<file path="src/rtl/counter_60.sv">
// ---------------------------------------------------------------------------
// counter_60 -- two-digit packed-BCD modulo-60 counter (00..59).
//
// Used for the seconds and minutes stages of a digital clock. The count
// advances once per enabled rising clock edge and wraps from 59 to 00. The
// carry output is combinational so a following stage can use it directly as
// its enable and step on the same clock edge as the wrap.
//
// Ports:
//   clk        in   1  rising-edge clock
//   cr         in   1  asynchronous active-high clear, forces data to 8'h00
//   en         in   1  count enable, sampled on the rising clk edge
//   up_siganl  out  1  carry to next stage: en & (data == 8'h59) & ~cr
//   data       out  8  count, packed BCD: [7:4] tens (0..5), [3:0] units (0..9)
// ---------------------------------------------------------------------------
module counter_60 (
    input  logic       clk,
    input  logic       cr,
    input  logic       en,
    output logic       up_siganl,
    output logic [7:0] data
);

    localparam logic [3:0] UnitsMax = 4'd9;
    localparam logic [3:0] TensMax  = 4'd5;
    localparam logic [7:0] CountMax = 8'h59;
    localparam logic [7:0] CountMin = 8'h00;

    logic [7:0] data_q;
    logic [7:0] data_d;

    logic [3:0] units;
    logic [3:0] tens;
    logic       units_legal;
    logic       tens_legal;
    logic       state_legal;
    logic       units_wrap;
    logic       at_max;

    assign units = data_q[3:0];
    assign tens  = data_q[7:4];

    // Any non-BCD units digit or a tens digit above 5 is outside the
    // counting sequence and is recovered to 00 on the next enabled edge.
    assign units_legal = (units <= UnitsMax);
    assign tens_legal  = (tens <= TensMax);
    assign state_legal = units_legal & tens_legal;

    assign units_wrap = (units == UnitsMax);
    assign at_max     = (data_q == CountMax);

    always_comb begin
        data_d = data_q;
        if (en) begin
            if (!state_legal) begin
                data_d = CountMin;
            end else if (units_wrap) begin
                data_d[3:0] = 4'd0;
                data_d[7:4] = (tens == TensMax) ? 4'd0 : tens + 4'd1;
            end else begin
                data_d[3:0] = units + 4'd1;
            end
        end
    end

    always_ff @(posedge clk or posedge cr) begin
        if (cr) begin
            data_q <= CountMin;
        end else begin
            data_q <= data_d;
        end
    end

    // Carry is deliberately unregistered: the next stage samples it as its
    // enable on the same edge that performs the 59 -> 00 wrap here.
    assign up_siganl = en & at_max & ~cr;
    assign data      = data_q;

endmodule

</file>
<file path="config.mk">
export PLATFORM = sky130hd
export DESIGN_NAME = counter_60
export DESIGN_NICKNAME = d
export VERILOG_FILES = /design/src/rtl/counter_60.sv
export SDC_FILE = /design/constraint.sdc
export NUM_CORES = 1
export LEC_CHECK = 0
export ABC_AREA = 1
export BUFFER_PORTS_ARGS = -buffer_cell sky130_fd_sc_hd__clkbuf_2
export CAP_MARGIN = 20
export CORE_AREA = 3 3 40 42
export DETAILED_ROUTE_END_ITERATION = 10
export DIE_AREA = 0 0 43 45
export PLACE_DENSITY = 0.63
export SLEW_MARGIN = 30
export SYNTH_ARGS = -nofsm -noshare
export SYNTH_HDL_FRONTEND = slang
export SYNTH_SLANG_ARGS = --single-unit
</file>
<file path="constraint.sdc">
create_clock -name clk -period 1.2 [get_ports clk]
set_clock_uncertainty 0.1 [all_clocks]
set_input_delay 0.24 -clock clk [delete_from_list [all_inputs] [get_ports clk]]
set_output_delay 0.24 -clock clk [all_outputs]
set_load 0.05 [all_outputs]
</file>
==> flow_summary.yaml <==
power:
  p_leak_uw: 0.000541
  power_density_nw_per_um2: 3070
  ir_drop_v: 0.00198
  fin_total_pwr_uw: 3320
sta:
  hold_violations: 0
  worstMarginPinSlew_ps: 323
  slew_viol_final: 0
  fmax_ghz: 0.627
  finalWorstSetupSlack_ps: -396
  rsz0062_at_grt: "yes"
  finalSetupViolations: 17
  layout_min_cycle_time_ps: 1600
  fin_crit_sh: 1.33
  slew_headroom: 0.784
global_route:
  grt_pass1_vias: 557
  grt_start_max_net_pins: 9
  grt_overflow: 0
  antenna_found_initial: 0
  grt_busiest_layer: "met2"
  grt_use_met3: 0.0398
  grt_usage: 0.205
  globalRouteMet1Util: 0.236
  gr-usage-met2: 0.353
  grt_pass1_wl_um: 2740
worst_hold_path:
  min_path_type: "in -> reg"
floorplanning:
  die_x_um: 43
  die_h_um: 45
  pin_count: 12
  core_area_um2: 1280
  rows: 13
  dieArea_um2: 1940
  initial_utilization: 0.366
logic_synthesis:
  ys_types: 16
  yosysWarnings: 0
  ys_ff_latch: 8
  synth.top_cells.by_area: "dfrtp_1 (43%), nand2_1 (13%), nand2_4 (7.2%), nand3_1 (6.4%), nor2_1 (5.6%)"
  netlist_instances: 60
  synth_top_area_frac: 0.426
  syn-mean-instance-area_um2: 7.84
  yosysTopAreaCell: "dfrtp_1"
  synth_nets: 63
  synth-seq-area-share: 0.426
  syn_area_um2: 470
place:
  numPortBuffers: 11
  place_congestion: 0.847
  hpwl_um: 942
  place_area_um2: 686
  pre_cts_slack_ps: -237
detailed_routing:
  wire_per_inst_um: 17.3
  wirelength_um: 2040
  antenna_left: 0
  vias: 614
  route.detailed.drc: 0
  dr.pass1.iters: 4
  vias_per_cell: 5.20
  drtIter0Drc: 14
layout:
  largest_reg_flops: 8
  final_area_um2: 1080
  drive_above_1_share: 0.728
  area_growth_pct: 129
  nNetsFinal: 108
  antenna_cells: 0
  mostFrequentLayoutCells: "buf_4 (20), nand2_1 (12), dfrtp_2 (8), clkbuf_16 (8), buf_6 (8)"
  final_common_cell: "buf_4"
critical_path:
  cp-end-kind: "primary output"
  path_max_fanout: 2
  arrival_ps: 1260
  required_ps: 860
  cp-start-kind: "register"
  worstSetupPathType: "reg -> out"
cts:
  tritoncts: "done"
  htree_levels: 1
  clk_pin_slew_ps: 60
  cts_buffers: 3
  root_buffer: "clkbuf_4"
  cts_buffer_depth: 2
  cts_num_sinks: 8
  clock_latency_ps: 260
status:
  violations: "setup timing"
  status: "finished, violations left"
flow_run:
  drv_cap: 0
-- layer usage --
layer  up-vias  wire length, µm
li1        278                -
met1       306              831
met2        22             1050
met3         8              108
met4         0               53
met5         -                0
-- Yosys cell counts, drive strengths merged --
cell and instances:
inv 8, and3 1, o21ai 1, dfrtp 8
clkinv 1, nand2 22, nor2 7, nand3 7
nor3 1, nand4 1, xor2 1, a21oi 2
-- critical path, cell delays in order, from the launching register on --
cell and delay (ps):
dfrtp_2 420, inv_2 80, nand4_4 120, nor3_4 190, buf_8 160
-- kinds of logic (layout without fill, tap and decap cells) --
family	Yosys count	count (layout)	synth area share
compound gates	3	3	0.0319
buf+inv	9	52	0.0745
flops	8	8	0.426
simple gates	39	39	0.449
xor+xnor	1	1	0.0186
-- path summary, 6_finish.rpt --
kind,slack [ps],start,to,cells after the start
max in group asynchronous,330,cr,data[4],3
worst min register to register,600,data[0],data[0],3
worst max-delay path,-400,data[2],up_siganl,4
worst max register to register,-200,data[2],data[6],9
worst min-delay path,300,en,data[0],4
min in group asynchronous,410,cr,data[5],3
-- power breakdown --
group | leakage (µW) | internal [µW] | switching (µW)
clock network | 0.0000138 | 116 | 109
logic | 0.000437 | 1270 | 1300
registers | 0.0000910 | 410 | 115
-- final cells by class --
cell class / count / area, µm²
Sequential cell: 8 / 210
Multi-Input combinational cell: 43 / 313
Tap cell: 15 / 18.8
Fill cell: 62 / 206
Clock buffer: 3 / 22.5
Timing Repair Buffer: 40 / 475
Inverter: 9 / 38.8
-- stage by stage --
stage	util	instances	hold slack, ps	setup TNS (ps)
floorplan	-	60	-44.3	-891
global route	0.839	118	319	-3420
detailed placement	0.534	102	132	-665
finish	0.839	118	305	-2760
CTS	0.765	113	270	-3660
global placement	0.534	102	125	-445
-- timing repair --
| action | CTS | global route |
|---|---|---|
| cloned | 0 | 0 |
| setup endpoints to repair | 17 | 17 |
| resized for setup | 40 | 17 |
| pin swaps | 5 | 8 |
| hold endpoints to repair | 8 | 0 |
| hold buffers | 1 | 0 |
| buffers inserted | 7 | 10 |
(Power assumes the default switching activity.)
